===== src/rtl/hilo_muldiv_ctrl.sv =====
// hilo_muldiv_ctrl: execute-stage sequencer for the HI/LO register pair.
// Runs MULT/MULTU through a MUL_LAT-deep product pipeline and DIV/DIVU as a
// 32-step restoring divide, holding the pipeline (stall_o) while busy and
// issuing exactly one HI/LO write per committed op. MTHI/MTLO write in the
// same cycle without stalling.
// Optional build macro: DIV_ZERO_FAST_EN -- a divide by zero skips the
// 32 iteration cycles and writes its fixed result one cycle after accept.
// Handshake: an op is presented with op_valid_i and held until stall_o is low
// in a cycle; that cycle retires it. flush_i cancels whatever is in flight.
module hilo_muldiv_ctrl #(
    parameter int MUL_LAT = 2
) (
    input  logic        clk_i,
    input  logic        rst_ni,
    input  logic        op_valid_i,
    input  logic [2:0]  op_i,
    input  logic [31:0] src_a_i,
    input  logic [31:0] src_b_i,
    input  logic        flush_i,
    output logic        stall_o,
    output logic        hilo_we_o,
    output logic [1:0]  hilo_select_o,
    output logic [63:0] hilo_wdata_o,
    output logic [1:0]  state_o
);

    typedef enum logic [1:0] {
        S_IDLE = 2'd0,
        S_MUL  = 2'd1,
        S_DIV  = 2'd2,
        S_DONE = 2'd3
    } state_e;

    localparam logic [2:0] OP_MULT  = 3'd1;
    localparam logic [2:0] OP_MULTU = 3'd2;
    localparam logic [2:0] OP_DIV   = 3'd3;
    localparam logic [2:0] OP_DIVU  = 3'd4;
    localparam logic [2:0] OP_MTHI  = 3'd5;
    localparam logic [2:0] OP_MTLO  = 3'd6;

    localparam logic [5:0] MUL_LAST = 6'(MUL_LAT - 1);
    localparam logic [5:0] DIV_LAST = 6'd32;

    state_e      state_q, state_d;
    logic [5:0]  cnt_q, cnt_d;

    // Operands and divide working registers, captured on accept.
    logic        is_div_q;
    logic        q_neg_q;
    logic        r_neg_q;
    logic        div_zero_q;
    logic [31:0] a_hold_q;
    logic [31:0] dvs_q;
    logic [31:0] quo_q;
    logic [31:0] rem_q;
    logic [63:0] prod_q [MUL_LAT];

    // Decode of the presented op.
    logic        is_mul_op, is_div_op, is_long_op, accept;
    logic        signed_op;
    logic [31:0] abs_a, abs_b;
    logic [63:0] ext_a, ext_b, prod_now;

    assign is_mul_op  = (op_i == OP_MULT) || (op_i == OP_MULTU);
    assign is_div_op  = (op_i == OP_DIV)  || (op_i == OP_DIVU);
    assign is_long_op = is_mul_op || is_div_op;
    assign accept     = rst_ni && (state_q == S_IDLE) && op_valid_i && !flush_i && is_long_op;
    assign signed_op  = (op_i == OP_MULT) || (op_i == OP_DIV);

    // Divides run on magnitudes; signs are restored when the result is written.
    assign abs_a = (signed_op && src_a_i[31]) ? (~src_a_i + 32'd1) : src_a_i;
    assign abs_b = (signed_op && src_b_i[31]) ? (~src_b_i + 32'd1) : src_b_i;

    // Sign/zero extension to 64 bits makes the low 64 product bits exact.
    assign ext_a    = signed_op ? {{32{src_a_i[31]}}, src_a_i} : {32'h0, src_a_i};
    assign ext_b    = signed_op ? {{32{src_b_i[31]}}, src_b_i} : {32'h0, src_b_i};
    assign prod_now = ext_a * ext_b;

    // One restoring step: shift in the next dividend bit, subtract if it fits.
    logic [32:0] rem_shift, rem_diff;
    assign rem_shift = {rem_q, quo_q[31]};
    assign rem_diff  = rem_shift - {1'b0, dvs_q};

    // Sign-corrected divide result as seen in DONE.
    logic [31:0] quo_fix, rem_fix;
    assign quo_fix = q_neg_q ? (~quo_q + 32'd1) : quo_q;
    assign rem_fix = r_neg_q ? (~rem_q + 32'd1) : rem_q;

    // State and iteration counter register.
    always_ff @(posedge clk_i or negedge rst_ni) begin
        if (!rst_ni) begin
            state_q <= S_IDLE;
            cnt_q   <= '0;
        end else begin
            state_q <= state_d;
            cnt_q   <= cnt_d;
        end
    end

    // Next-state logic; flush overrides everything and returns to IDLE.
    always_comb begin
        state_d = state_q;
        cnt_d   = cnt_q;
        case (state_q)
            S_IDLE: begin
                if (accept) begin
                    cnt_d = 6'd1;
                    if (is_mul_op) begin
                        state_d = (MUL_LAT == 1) ? S_DONE : S_MUL;
                    end else begin
                        state_d = S_DIV;
`ifdef DIV_ZERO_FAST_EN
                        if (src_b_i == 32'h0) state_d = S_DONE;
`endif
                    end
                end
            end
            S_MUL: begin
                if (cnt_q == MUL_LAST) state_d = S_DONE;
                else                   cnt_d   = cnt_q + 6'd1;
            end
            S_DIV: begin
                if (cnt_q == DIV_LAST) state_d = S_DONE;
                else                   cnt_d   = cnt_q + 6'd1;
            end
            S_DONE: begin
                state_d = S_IDLE;
                cnt_d   = '0;
            end
            default: begin
                state_d = S_IDLE;
                cnt_d   = '0;
            end
        endcase
        if (flush_i) begin
            state_d = S_IDLE;
            cnt_d   = '0;
        end
    end

    // Operand capture on accept and one quotient bit per DIV cycle.
    always_ff @(posedge clk_i or negedge rst_ni) begin
        if (!rst_ni) begin
            is_div_q   <= 1'b0;
            q_neg_q    <= 1'b0;
            r_neg_q    <= 1'b0;
            div_zero_q <= 1'b0;
            a_hold_q   <= '0;
            dvs_q      <= '0;
            quo_q      <= '0;
            rem_q      <= '0;
        end else if (accept) begin
            is_div_q   <= is_div_op;
            q_neg_q    <= signed_op && (src_a_i[31] ^ src_b_i[31]);
            r_neg_q    <= signed_op && src_a_i[31];
            div_zero_q <= (src_b_i == 32'h0);
            a_hold_q   <= src_a_i;
            dvs_q      <= abs_b;
            quo_q      <= abs_a;
            rem_q      <= '0;
        end else if (state_q == S_DIV) begin
            if (!rem_diff[32]) begin
                rem_q <= rem_diff[31:0];
                quo_q <= {quo_q[30:0], 1'b1};
            end else begin
                rem_q <= rem_shift[31:0];
                quo_q <= {quo_q[30:0], 1'b0};
            end
        end
    end

    // Product pipeline: loaded at accept, reaches the last stage in DONE.
    always_ff @(posedge clk_i or negedge rst_ni) begin
        if (!rst_ni) begin
            for (int i = 0; i < MUL_LAT; i++) prod_q[i] <= '0;
        end else begin
            prod_q[0] <= (accept && is_mul_op) ? prod_now : '0;
            for (int i = 1; i < MUL_LAT; i++) prod_q[i] <= prod_q[i-1];
        end
    end

    // Outputs: stall while a long op is in flight, single write in DONE or for MT*.
    always_comb begin
        stall_o       = 1'b0;
        hilo_we_o     = 1'b0;
        hilo_select_o = 2'b00;
        hilo_wdata_o  = 64'h0;
        if (rst_ni && !flush_i) begin
            case (state_q)
                S_IDLE: begin
                    if (op_valid_i) begin
                        if (op_i == OP_MTHI) begin
                            hilo_we_o     = 1'b1;
                            hilo_select_o = 2'b11;
                            hilo_wdata_o  = {src_a_i, 32'h0};
                        end else if (op_i == OP_MTLO) begin
                            hilo_we_o     = 1'b1;
                            hilo_select_o = 2'b10;
                            hilo_wdata_o  = {32'h0, src_a_i};
                        end else if (is_long_op) begin
                            stall_o = 1'b1;
                        end
                    end
                end
                S_MUL, S_DIV: stall_o = 1'b1;
                S_DONE: begin
                    hilo_we_o     = 1'b1;
                    hilo_select_o = 2'b00;
                    if (!is_div_q)      hilo_wdata_o = prod_q[MUL_LAT-1];
                    else if (div_zero_q) hilo_wdata_o = {a_hold_q, 32'hFFFF_FFFF};
                    else                hilo_wdata_o = {rem_fix, quo_fix};
                end
                default: ;
            endcase
        end
    end

    assign state_o = state_q;

endmodule


===== config.mk =====
export PLATFORM = sky130hd
export DESIGN_NAME = hilo_muldiv_ctrl
export DESIGN_NICKNAME = d
export VERILOG_FILES = /design/src/rtl/hilo_muldiv_ctrl.sv
export SDC_FILE = /design/constraint.sdc
export NUM_CORES = 2
export LEC_CHECK = 0
export BUFFER_PORTS_ARGS = -buffer_cell sky130_fd_sc_hd__buf_2
export CAP_MARGIN = 20
export CORE_MARGIN = 10
export CORE_UTILIZATION = 51
export CTS_CLUSTER_DIAMETER = 120
export CTS_CLUSTER_SIZE = 24
export DETAILED_ROUTE_END_ITERATION = 7
export PLACE_DENSITY = 0.76
export SLEW_MARGIN = 25
export SYNTH_ARGS = -nofsm -noshare
export SYNTH_HDL_FRONTEND = slang
export SYNTH_SLANG_ARGS = --single-unit

===== constraint.sdc =====
create_clock -name clk_i -period 3 [get_ports clk_i]
set_input_delay 0.6 -clock clk_i [delete_from_list [all_inputs] [get_ports clk_i]]
set_output_delay 0.6 -clock clk_i [all_outputs]
set_load 0.02 [all_outputs]

==> key figures <==
Logic synthesis
  – Most common cell in the netlist: inv_1
  – Post-Synth XOR/XNOR Area: 3.390%
  – Synth cell count leaders: 1596 x inv_1, 1420 x fa_1, 1056 x nand2_1
  – Multiplexer share of the synthesized area: 1.491%
  – Sequential-to-total area share from yosys stat: 10.56%
  – Cell area after synthesis: 63510 sq um
  – Synth Area in Compound Gates: 7.151%
  – Register bit total from synthesis: 268
  – Cell taking the most area after synthesis: fa_1
  – EDFF count, synth: 0
  – Adder-cell share of the synthesized area: 51.74%
  – Post-Syn Nets: 8834
  – Synth area leaders: fa_1 45%, dfrtp_1 11%, inv_1 9.4%
  – Syn_area_per_cell: 9.085 sq um
  – Synth unique cells: 92
  – Largest family of logic cells by synthesized area: adder cells
  – Cells after synthesis: 6991
  – Yosys top cell area share: 44.76%
  – Main synth FF type: dfrtp_1
  – Post-Synth Simple-Gate Area: 13.77%
  – Ys Warns: 0
  – Async SR Flop Fraction: 100.0%

Routing
  – Initial DRC count: 4520
  – Number of remaining DRC errors: 0
  – Vias post-DR: 52850
  – Routed len/inst: 23.01 microns
  – Total iterations of the first detailed-routing run: 8
  – Number of routed nets with antenna violations: 0
  – Detailed Route WL: 218200 microns
  – Via density: 5.573

Timing
  – Clock period minus final worst setup slack: 8.603 ns
  – Final max-slew violation count: 0
  – RSZ-0062 raised after global routing: yes
  – Final setup vio count: 150
  – Final period util: 286.8%
  – Final Hold Vio Count: 0
  – PnR worst setup slack: -5.603 ns
  – Fmax achieved: 116.2 MHz
  – Worst-margin pin slew: 0.9019 ns
  – Slew headroom: 39.87%
  – Min Hold Slack: 0.2416 ns
  – Layout Skew: 0.02929 ns

Die
  – IO Pins: 141
  – Cell Rows: 129
  – Die Span X: 372.9 microns
  – Die Ht: 372.9 microns
  – Die area: 139100 sq um
  – Core ar.: 123600 sq um
  – Starting Density: 51.37%

Placed design
  – Hpwl dp: 177800 microns
  – Routability cong.: 0.9960
  – IO buf count: 140

Global routing
  – Initial antenna violation count: 9
  – Gr usage total: 30.74%
  – First-pass GRT wire length: 333400 microns
  – Vias in the first global route: 57150
  – Pin count of the biggest net entering global routing: 142
  – Remaining global-route overflow: 0

Worst setup path
  – CP Capture Type: register
  – Req. time, crit path: 3.43 ns
  – Slowest stage delay, CP: 0.60 ns
  – Startpoint types: primary input
  – Critical path peak fanout: 7
  – Most used cell, CP: fa_1
  – Crit path DAT: 9.03 ns
  – Crit path kind: in -> reg
  – Slowest CP cell: fa_2

Final layout
  – Filler cell count: 9639
  – Nets@finish: 9679
  – Share of cells above drive strength 1: 23.44%
  – Area Growth Syn to Fin: 23.18%

Clock tree
  – Reg clk slew, reported paths: 0.10 ns
  – TritonCTS clock tree: built
  – Number of CTS-inserted buffers: 15
  – CTS Buffer Depth: 3
  – Post-CTS Hold Fix Bufs: 0
  – H-tree level count: 1
  – Worst-Skew Late Latency: 0.53 ns
  – TritonCTS sink count: 268
  – Clock root cell: clkbuf_16

Status
  – Failing checks: negative setup slack
  – Status: finished with violations

Flow run
  – Max Cap Viol: 0

Hold path
  – HP Class: in -> async
[flip-flops by register name, summed over array words and instances (netlist names)]
name / flops
state_o: 2
rem_q: 32
r_neg_q: 1
a_hold_q: 32
cnt_q: 6
div_zero_q: 1
dvs_q: 32
quo_q: 32
prod_q: 128
q_neg_q: 1
is_div_q: 1
[layer usage]
metal	wire length, microns	up-vias	track usage (%)	part of all wire [%]
li1	-	22520	-	-
met1	80120	26890	38.30	37
met2	99160	2725	49.32	45
met3	24150	707	7.809	11
met4	14690	4	15.79	6.7
met5	57	-	0	0.026
[area by class of cell]
type | count | area, sq um | share of cell area (%)
tap | 1637 | 2048 | 2.618
clock inverter | 2 | 28.78 | 0.03678
sequential | 268 | 6711 | 8.579
inverter | 1597 | 6000 | 7.669
antenna | 7 | 17.52 | 0.02239
clock buffer | 17 | 382.9 | 0.4894
timing repair buffer | 1226 | 11160 | 14.27
multi-input combinational | 4728 | 51880 | 66.32
[critical path: cells and delay by family]
kind / cells / cell delay (ns)
buffers and inverters: 11 / 0.90
muxes: 1 / 0.22
and+or+nand+nor: 3 / 0.41
adders and majority gates: 11 / 5.36
AOI/OAI and AO/OA: 7 / 1.54
[cells by family (layout without fill, tap and decap cells)]
logic type                 Yosys count  after routing
muxes                               92             92
AOI/OAI and AO/OA                  709            709
adders and majority gates         1775           1775
other                                0              7
xor gates and xnor gates           245            245
and+or+nand+nor                   1907           1907
buffers and inverters             1995           2842
DFF                                268            268
[cell usage in the layout (no fill, tap or decap), drive strengths merged, types with 25 or more instances in the layout]
master     n
o31ai     33
nor2     212
nand2b    25
and2     349
a21o      67
nand2   1056
nand3     44
dfrtp    268
ha       352
xor2     103
xnor2    142
fa      1420
o21ai    209
inv     1598
a21oi    179
o221ai    28
nor3      50
buf     1225
and3      40
mux2i     71
[through the flow]
stage	setup TNS, ns	utilization [%]	instances	worst slack (ns)	area [sq um]
floorplan	-262.76	-	6991	-5.773	65590
global placement	-339.83	59.87	9338	-6.154	74020
detailed placement	-345.97	59.87	9338	-6.254	74020
CTS	-303.05	62.23	9437	-5.529	76940
global route	-332.50	63.27	9476	-5.838	78220
finish	-309.49	63.28	9482	-5.603	78240
[path summary, 6_finish.rpt]
kind	startpoint	endpoint	slack [ns]	cells after the start
max in group asynchronous	rst_ni	a_hold_q[23]	1.37	3
worst max-delay path	op_i[2]	prod_q[120]	-5.60	33
worst max register to register	quo_q[31]	rem_q[12]	-0.29	15
worst min-delay path	rst_ni	is_div_q	0.24	2
min in group clk_i	flush_i	state_o[0]	0.30	2
worst min register to register	prod_q[82]	prod_q[18]	0.33	0
[timing repair]
item | in CTS | in global routing
gates resized for setup | 428 | 281
setup endpoints to repair | 158 | 167
cloned | 4 | 0
pin swaps | 189 | 213
buffers inserted | 78 | 46
Power is left out: the tool's default activity adds up to more than one toggle a clock period on the data nets, which glitch-free logic cannot reach.
